**config.mk**
```make
export PLATFORM = sky130hd
export DESIGN_NAME = uart_cmd_ctrl
export DESIGN_NICKNAME = d
export VERILOG_FILES = /design/src/rtl/uart_cmd_pkg.sv /design/src/rtl/uart_cmd_timer.sv /design/src/rtl/uart_cmd_ctrl.sv
export SDC_FILE = /design/constraint.sdc
export NUM_CORES = 1
export LEC_CHECK = 0
export CAP_MARGIN = 0
export CORE_MARGIN = 5
export CORE_UTILIZATION = 45
export CTS_CLUSTER_DIAMETER = 100
export DETAILED_ROUTE_END_ITERATION = 8
export PLACE_DENSITY = 0.71
export RECOVER_POWER = 25
export SLEW_MARGIN = 20
export SYNTH_ARGS = -nofsm -noshare
export SYNTH_HDL_FRONTEND = slang
export SYNTH_HIERARCHICAL = 1
export SYNTH_SLANG_ARGS = --single-unit
```
**constraint.sdc**
```tcl
create_clock -name clk100 -period 7.2 [get_ports clk100]
set_clock_uncertainty 0.15 [all_clocks]
set_input_delay 1.08 -clock clk100 [delete_from_list [all_inputs] [get_ports clk100]]
set_output_delay 1.08 -clock clk100 [all_outputs]
set_load 0.005 [all_outputs]
```
**src/rtl/uart_cmd_pkg.sv**
```systemverilog
// Shared definitions for the UART command controller: FSM states, default
// frame constants and CMD field layout.
package uart_cmd_pkg;

  typedef enum logic [2:0] {
    ST_IDLE,
    ST_GET_CMD,
    ST_GET_DATA,
    ST_GET_SUM,
    ST_EXEC,
    ST_TX_REQ,
    ST_TX_START,
    ST_TX_WAIT
  } state_t;

  localparam logic [7:0]  DEF_SYNC_BYTE = 8'hA5;
  localparam logic [7:0]  DEF_ACK_BYTE  = 8'h4B;
  localparam logic [7:0]  DEF_NAK_BYTE  = 8'h45;
  localparam int unsigned DEF_TIMEOUT   = 43400;

  localparam int unsigned CMD_WR_BIT   = 7;
  localparam int unsigned CMD_ADDR_MSB = 3;
  localparam int unsigned CMD_ADDR_LSB = 0;

  function automatic logic [7:0] frame_sum(input logic [7:0] sync,
                                           input logic [7:0] cmd,
                                           input logic [7:0] data);
    return sync ^ cmd ^ data;
  endfunction

  function automatic logic cmd_is_write(input logic [7:0] cmd);
    return cmd[CMD_WR_BIT];
  endfunction

  function automatic logic [3:0] cmd_addr(input logic [7:0] cmd);
    return cmd[CMD_ADDR_MSB:CMD_ADDR_LSB];
  endfunction

endpackage

```
**src/rtl/uart_cmd_timer.sv**
```systemverilog
// Inter-byte timeout counter: clears on clr, counts while en, and flags
// expiry combinationally on the cycle the count reaches TIMEOUT-1.
module uart_cmd_timer
  import uart_cmd_pkg::*;
#(
  parameter int unsigned TIMEOUT = DEF_TIMEOUT
) (
  input  logic clk100,
  input  logic reset,
  input  logic clr,
  input  logic en,
  output logic expired
);

  localparam int unsigned   CW   = $clog2(TIMEOUT + 1);
  localparam logic [CW-1:0] LAST = CW'(TIMEOUT - 1);

  logic [CW-1:0] cnt_q, cnt_d;

  // Saturate at LAST so a stalled enable can never wrap into a false expiry.
  always_comb begin
    cnt_d = cnt_q;
    if (clr) begin
      cnt_d = '0;
    end else if (en && (cnt_q != LAST)) begin
      cnt_d = cnt_q + 1'b1;
    end
  end

  always_ff @(posedge clk100) begin
    if (reset) begin
      cnt_q <= '0;
    end else begin
      cnt_q <= cnt_d;
    end
  end

  assign expired = en && !clr && (cnt_q == LAST);

endmodule

```
**src/rtl/uart_cmd_ctrl.sv**
```systemverilog
// UART command frame controller: parses SYNC/CMD/DATA/SUM frames, performs a
// register read or write and returns one reply byte through the transmitter.
module uart_cmd_ctrl
  import uart_cmd_pkg::*;
#(
  parameter logic [7:0]  SYNC_BYTE = DEF_SYNC_BYTE,
  parameter int unsigned TIMEOUT   = DEF_TIMEOUT,
  parameter logic [7:0]  ACK_BYTE  = DEF_ACK_BYTE,
  parameter logic [7:0]  NAK_BYTE  = DEF_NAK_BYTE
) (
  input  logic       clk100,
  input  logic       reset,
  input  logic [7:0] rx_byte,
  input  logic       rbyte_ready,
  input  logic       busy,
  output logic [7:0] sbyte,
  output logic       send,
  output logic       reg_we,
  output logic [3:0] reg_addr,
  output logic [7:0] reg_wdata,
  input  logic [7:0] reg_rdata,
  output logic       frame_err
);

  state_t     state_q, state_d;
  logic [7:0] cmd_q, cmd_d;
  logic [7:0] data_q, data_d;
  logic [7:0] sum_q, sum_d;
  logic [7:0] sbyte_q, sbyte_d;
  logic [7:0] reg_wdata_q, reg_wdata_d;
  logic [3:0] reg_addr_q, reg_addr_d;
  logic       send_q, send_d;
  logic       reg_we_q, reg_we_d;
  logic       frame_err_q, frame_err_d;

  logic in_frame, tmr_clr, tmr_expired;

  assign in_frame = state_q inside {ST_GET_CMD, ST_GET_DATA, ST_GET_SUM};
  assign tmr_clr  = rbyte_ready || !in_frame;

  uart_cmd_timer #(
    .TIMEOUT (TIMEOUT)
  ) u_timer (
    .clk100  (clk100),
    .reset   (reset),
    .clr     (tmr_clr),
    .en      (in_frame),
    .expired (tmr_expired)
  );

  always_comb begin
    state_d     = state_q;
    cmd_d       = cmd_q;
    data_d      = data_q;
    sum_d       = sum_q;
    sbyte_d     = sbyte_q;
    reg_wdata_d = reg_wdata_q;
    reg_addr_d  = reg_addr_q;
    send_d      = 1'b0;
    reg_we_d    = 1'b0;
    frame_err_d = 1'b0;

    unique case (state_q)
      ST_IDLE: begin
        if (rbyte_ready && (rx_byte == SYNC_BYTE)) begin
          state_d = ST_GET_CMD;
        end
      end
      ST_GET_CMD: begin
        if (tmr_expired) begin
          state_d     = ST_IDLE;
          frame_err_d = 1'b1;
        end else if (rbyte_ready) begin
          cmd_d   = rx_byte;
          state_d = ST_GET_DATA;
        end
      end
      ST_GET_DATA: begin
        if (tmr_expired) begin
          state_d     = ST_IDLE;
          frame_err_d = 1'b1;
        end else if (rbyte_ready) begin
          data_d  = rx_byte;
          state_d = ST_GET_DATA == state_q ? ST_GET_SUM : state_q;
        end
      end
      ST_GET_SUM: begin
        if (tmr_expired) begin
          state_d     = ST_IDLE;
          frame_err_d = 1'b1;
        end else if (rbyte_ready) begin
          sum_d      = rx_byte;
          // Address is presented during EXEC so reg_rdata is valid there.
          reg_addr_d = cmd_addr(cmd_q);
          state_d    = ST_EXEC;
        end
      end
      ST_EXEC: begin
        state_d = ST_TX_REQ;
        if (sum_q != frame_sum(SYNC_BYTE, cmd_q, data_q)) begin
          frame_err_d = 1'b1;
          sbyte_d     = NAK_BYTE;
        end else if (cmd_is_write(cmd_q)) begin
          reg_we_d    = 1'b1;
          reg_wdata_d = data_q;
          sbyte_d     = ACK_BYTE;
        end else begin
          sbyte_d = reg_rdata;
        end
      end
      ST_TX_REQ: begin
        if (!busy) begin
          send_d  = 1'b1;
          state_d = ST_TX_START;
        end
      end
      ST_TX_START: begin
        state_d = ST_TX_WAIT;
      end
      ST_TX_WAIT: begin
        if (!busy) begin
          state_d = ST_IDLE;
        end
      end
      default: begin
        state_d = ST_IDLE;
      end
    endcase
  end

  always_ff @(posedge clk100) begin
    if (reset) begin
      state_q     <= ST_IDLE;
      cmd_q       <= '0;
      data_q      <= '0;
      sum_q       <= '0;
      sbyte_q     <= '0;
      reg_wdata_q <= '0;
      reg_addr_q  <= '0;
      send_q      <= 1'b0;
      reg_we_q    <= 1'b0;
      frame_err_q <= 1'b0;
    end else begin
      state_q     <= state_d;
      cmd_q       <= cmd_d;
      data_q      <= data_d;
      sum_q       <= sum_d;
      sbyte_q     <= sbyte_d;
      reg_wdata_q <= reg_wdata_d;
      reg_addr_q  <= reg_addr_d;
      send_q      <= send_d;
      reg_we_q    <= reg_we_d;
      frame_err_q <= frame_err_d;
    end
  end

  assign sbyte     = sbyte_q;
  assign send      = send_q;
  assign reg_we    = reg_we_q;
  assign reg_addr  = reg_addr_q;
  assign reg_wdata = reg_wdata_q;
  assign frame_err = frame_err_q;

endmodule

```
Word-level counts from Yosys, hierarchy flattened

Cells that the tools add are included.

Bits in registers: 66
Bits of input ports: 20
Output and inout port bits: 23
Word-level logic and storage cells: 73

$add $sub $neg: 1
Equality and inequality tests: 19
Mux-type cells: 18
Bitwise logic cells: 6
Reduce and logical (&&, ||, !) cells: 18

Operator list:

| cell                  | count |
|---|---|
| $mux 3                | 10 |
| $pmux 3 s8            | 1 |
| $add 16x1->16 const B | 1 |
| $eq 16x16->1 const B  | 1 |
| $mux 8                | 2 |
| $ne 16x16->1 const B  | 1 |
| $eq 3x3->1 const B    | 4 |
| $reduce_and 3->1      | 4 |
| $ne 3x3->1 const B    | 3 |
| $eq 8x8->1 const B    | 1 |
| $ne 8x8->1            | 1 |
| $xor 8x8->8           | 1 |
| $reduce_and 7->1      | 1 |
| $eq 3x2->1 const B    | 2 |
| $ne 2x2->1 const B    | 3 |
| $reduce_or 3->1       | 2 |
| $logic_and 1x1->1     | 4 |
| $mux 1                | 4 |
| $not 1->1             | 4 |
| $not 4->4             | 1 |
| $reduce_or 2->1       | 2 |
| $eq 2x3->1 const A    | 1 |
| $eq 3x1->1 const B    | 1 |
| $logic_not 3->1       | 1 |
| 5 further kinds       | 6 |

Longest topological paths before layout

Depth after elaboration: 9
Mapped depth: 11
Gate-level depth less buffers: 8

By module

Netlist, hierarchy kept.

Modules (own cells, without submodules):

| module         | times used | cells an instance | area an instance (um^2) |
|---|---|---|---|
| uart_cmd_ctrl  | 1          | 212               | 2238.4 |
| uart_cmd_timer | 1          | 97                | 827.0 |

Worst setup path after synthesis

OpenSTA, ideal clock, no wires.

Path kind: input -> register
Start: input port rbyte_ready
End: register cmd_q[4]
Arrival time: 2.747 ns
Required time: 6.922 ns
Path slack: 4.176 ns
Stages: 7
Path through: or3_1 > nor3_1 > nand3b_1 > or3_1 > clkbuf_1 > mux2i_1 > nor2_1

Word-level cells in the longest chain between the ends: 6

RTL lines:

| element                           | line                 | source |
|---|---|---|
| start: declaration                | uart_cmd_ctrl.sv:14  | `input logic rbyte_ready,` |
| $logic_or 1x1->1                  | uart_cmd_ctrl.sv:39  | `assign tmr_clr = rbyte_ready \|\| !in_frame;` |
| $logic_not 1->1                   | uart_cmd_timer.sv:38 | `assign expired = en && !clr && (cnt_q == LAST);` |
| $logic_and 1x1->1 (2 in a row)    | uart_cmd_timer.sv:38 |  |
| via tmr_expired                   | uart_cmd_ctrl.sv:36  | `logic in_frame, tmr_clr, tmr_expired;` |
| $not 1->1 (no source line)        | --                   |  |
| $reduce_and 3->1 (no source line) | --                   |  |
| end signal: assignment            | uart_cmd_ctrl.sv:145 | `cmd_q <= cmd_d;` |
| end: declaration                  | uart_cmd_ctrl.sv:26  | `logic [7:0] cmd_q, cmd_d;` |

The timed path passes the listed nets, and every way through them passes these cells.
A chain may end at the register's enable or synchronous reset.

Final worst setup path

Start: input port reset
End: register u_timer.cnt_q[3]

Word-level cells in the longest chain between the ends: 1

RTL lines:

| element                          | line                 | source |
|---|---|---|
| start: declaration               | uart_cmd_ctrl.sv:12  | `input logic reset,` |
| $reduce_or 2->1 (no source line) | --                   |  |
| end signal: assignment           | uart_cmd_timer.sv:34 | `cnt_q <= cnt_d;` |
| end: declaration                 | uart_cmd_timer.sv:18 | `logic [CW-1:0] cnt_q, cnt_d;` |

Every way passes these cells.

==> impl_results.md <==
- CP Capture Type: register
- Hold buffers post-CTS: 0
- Initial DRT Pass Iterations: 6
- Number of flops mapped to enable cells by yosys: 0
- Final setup violation count: 0
- #FFs+latches synth: 66
- Die Span Y: 92.54 um
- Grt ovf: 0
- Syn-to-layout area delta: 20.33%
- WL per Instance: 14.79 um
- Adder-Cell Fraction of Synth Area: 0.8163%
- Switching Power: around 0.00018 W
- Global Route Usage Sum: 16.04%
- Clock share of power: 42.2%
- Worst-path clk slew: 0.07 ns
- Crit-path leading delay family: buffers and inverters
- Clk Tree Root Cell: clkbuf_8
- Postcts setup bufs: 0
- Min-Delay Path Class: reg2reg
- Run status: finished with violations
- Htree depth: 3
- Sink Count: 66
- Vias in the first global route: 2211
- Cts bufs inserted: 9
- Failing checks: capacitance limit, slew limit
- Final Wtd Congestion: 0.7458
- Final Hold Fails: 0
- Initial DRC count: 120
- ANT nets after route: 0
- Gate Count Post-Synth: between 300 and 400
- Primary FF master, synth: dfxtp_1
- Die area: 0.008563 sq mm
- Initial antenna violation count: 0
- CP Class: in2reg
- Buf/Inv on CP: 1
- Sequential power share: 48.3%
- Drt drc: 0
- Simple-gate share of the synthesized area: 24.00%
- Effective utilization at floorplan: a little under half
- Area share of the largest cell type after synthesis: between 40% and 50%
- Maximum clock frequency: ~270 MHz
- Yosys cell types: 53
- Slew headroom: -46.16%
- DP HPWL: ~4.5 mm
- Post-synth top area cell: dfxtp_1
- Synth Warn #: 6
- VDD IR max: about 120 uV
- WP data required: 7.29 ns
- Post-CTS sizing: 0
- Worst skew pair latency: 0.34 ns
- P_int: 0.0006061 W
- Ranking of synthesized cells by area: dfxtp_1 (43%), mux2i_1 (12%), nor2_1 (7.3%)
- DRT Wirelength: about 6.3 mm
- Worst-path fanout max: 50
- Row count: 30
- Layout cells sized above 1: 9.742%
- Largest net degree at the start of global routing: 51
- NumNets Final: between 300 and 400
- Worst Path Arrival: 3.74 ns
- Combinational share of power: 9.6%
- Critical-path top delay cell: clkbuf_1
- Ordered cell list for the critical path: clkbuf_1 -> or2_0 -> nor2_1 -> a31o_2
- PortBufs: 42
- Commonest cells in the netlist: dfxtp_1 (66), nor2_1 (60), mux2i_1 (38), nand2_1 (13)
- Max-slew violation count: 51
- Tcrit/Tclk final: about half
- XOR/XNOR share of the synthesized area: 9.184%
- Seq/Total Area, Yosys: a little over two fifths
- I/O pins: 43
- Setup_tns: 0 ns
- Core ar.: 0.006719 sq mm
- Count leader, synth: dfxtp_1
- Via count: roughly 2300
- Ant. Diodes: 0
- First-pass GRT wire length: around 11 mm
- RSZ-0062 raised after global routing: false
- Synthesized cell area: just over 0.003 sq mm
- Mapped Avg Cell Area: 9.921 sq um
- Vias per cell: 5.364
- Largest family of logic cells by synthesized area: simple AND/OR/NAND/NOR gates
- Post-synthesis compound-gate area fraction: between 6 and 7%
- PwrDens: 213.3 mW/mm^2
- Crit start category: input pin
- Leakage power total: 1.408 nW
- Async SR Flop Fraction: 0%
- CTS Buffer Depth: 2
- CP max stage delay: 1.53 ns
- Mux contribution to synthesized area: 12.41%
- Worst Setup Slack, final: ~3.5 ns
- CTS tree: done
- Sw frac: 22.98%
- Placement Setup Slack: 3.442 ns
- Max Cap Viol: 1
- Synthesized Nets: 331
- Min Tclk post-route: 3.651 ns
- Least-Margin Pin Slew: around 2.2 ns
- Die Span X: 92.54 um
metal layers:
metal  GRT usage [%]  vias to the layer above  wire, um
li1                -                     1170         -
met1           21.14                     1072      3018
met2           24.53                       49      2932
met3           4.630                       10       269
met4           6.683                        0       125
met5               0                        -         0
through the flow:
step | area [sq um] | power [W] | cells | util, % | hold WS (ns)
2_1_floorplan | 3065 | 0.0004408 | 309 | - | 0.2921
3_3_place_gp | 3498 | 0.0004617 | 415 | 52.07 | 0.2948
3_5_place_dp | 3498 | 0.0004626 | 415 | 52.07 | 0.2979
4_1_cts | 3705 | 0.0007947 | 429 | 55.14 | 0.3100
5_1_grt | 3689 | 0.0008238 | 429 | 54.90 | 0.3373
6_report | 3689 | 0.0007869 | 429 | 54.90 | 0.3086
placed cells by master (no fill, tap or decap), types with 3 or more instances in the layout:
cell / instances
nor3_1: 7
mux2i_1: 38
dfxtp_1: 66
nor4b_1: 3
clkdlybuf4s50_1: 31
nand2_1: 13
o21ai_0: 5
clkbuf_8: 10
nand4b_1: 4
and3_1: 3
dlygate4sd3_1: 10
inv_1: 3
xnor2_1: 5
xor3_2: 4
xor2_1: 4
nor2_1: 60
nand4_1: 8
nand3_1: 11
or3_1: 5
a21oi_1: 11
xnor3_4: 3
final timing paths:
check	slack, ns	to	from	cells past startpoint
setup / recovery	3.55	u_timer/cnt_q[3]	reset	4
hold / removal	0.31	sbyte[7]	sbyte[7]	2
setup reg to reg	3.95	state_q[1]	state_q[0]	8
hold reg to reg	0.31	sbyte[7]	sbyte[7]	2
logic make-up (layout without fill, tap and decap cells):
kind of cell             after synthesis  after routing
flip-flops                            66             66
XOR/XNOR                              17             17
buffers and inverters                 21             61
AO/OA/AOI/OAI                         29             29
multiplexers                          38             38
AND/OR/NAND/NOR                      136            136
adder cells (fa/ha/maj)                2              2
power by group through the flow:
stage          Clock (W)  Sequential [W]  Combinational, W
3_5_place_dp           0        0.000388         0.0000749
5_1_grt         0.000362        0.000381         0.0000814
6_report        0.000332        0.000380         0.0000753
3_3_place_gp           0        0.000388         0.0000741
4_1_cts         0.000340        0.000380         0.0000756
2_1_floorplan          0        0.000382         0.0000587
area by class of cell:
cell class / instances / area [sq um]
fillers: 621 / 3030
multi-input cells: 222 / 1620
flip-flops and latches: 66 / 1321
repair buffers: 44 / 429.2
clock buffers: 11 / 141.4
well taps: 80 / 100.1
clock inverters: 3 / 65.06
inverters: 3 / 11.26
worst register-to-register path, cell delays in order (launching register included):
cell	delay (ns)
dfxtp_1	0.57
nor2_1	0.10
nor2_1	0.48
inv_1	0.23
nor3_1	0.60
o22ai_1	0.23
o211ai_1	0.39
mux2i_1	0.23
a21oi_1	0.08
sequential cells by signal (all words and copies together), names as in the netlist:
| signal | count |
|---|---|
| sum_q | 8 |
| reg_addr | 4 |
| sbyte | 8 |
| reg_we | 1 |
| send | 1 |
| data_q | 8 |
| state_q | 3 |
| cmd_q | 8 |
| frame_err | 1 |
| u_timer/cnt_q | 16 |
| reg_wdata | 8 |
(Power assumes the default switching activity.)
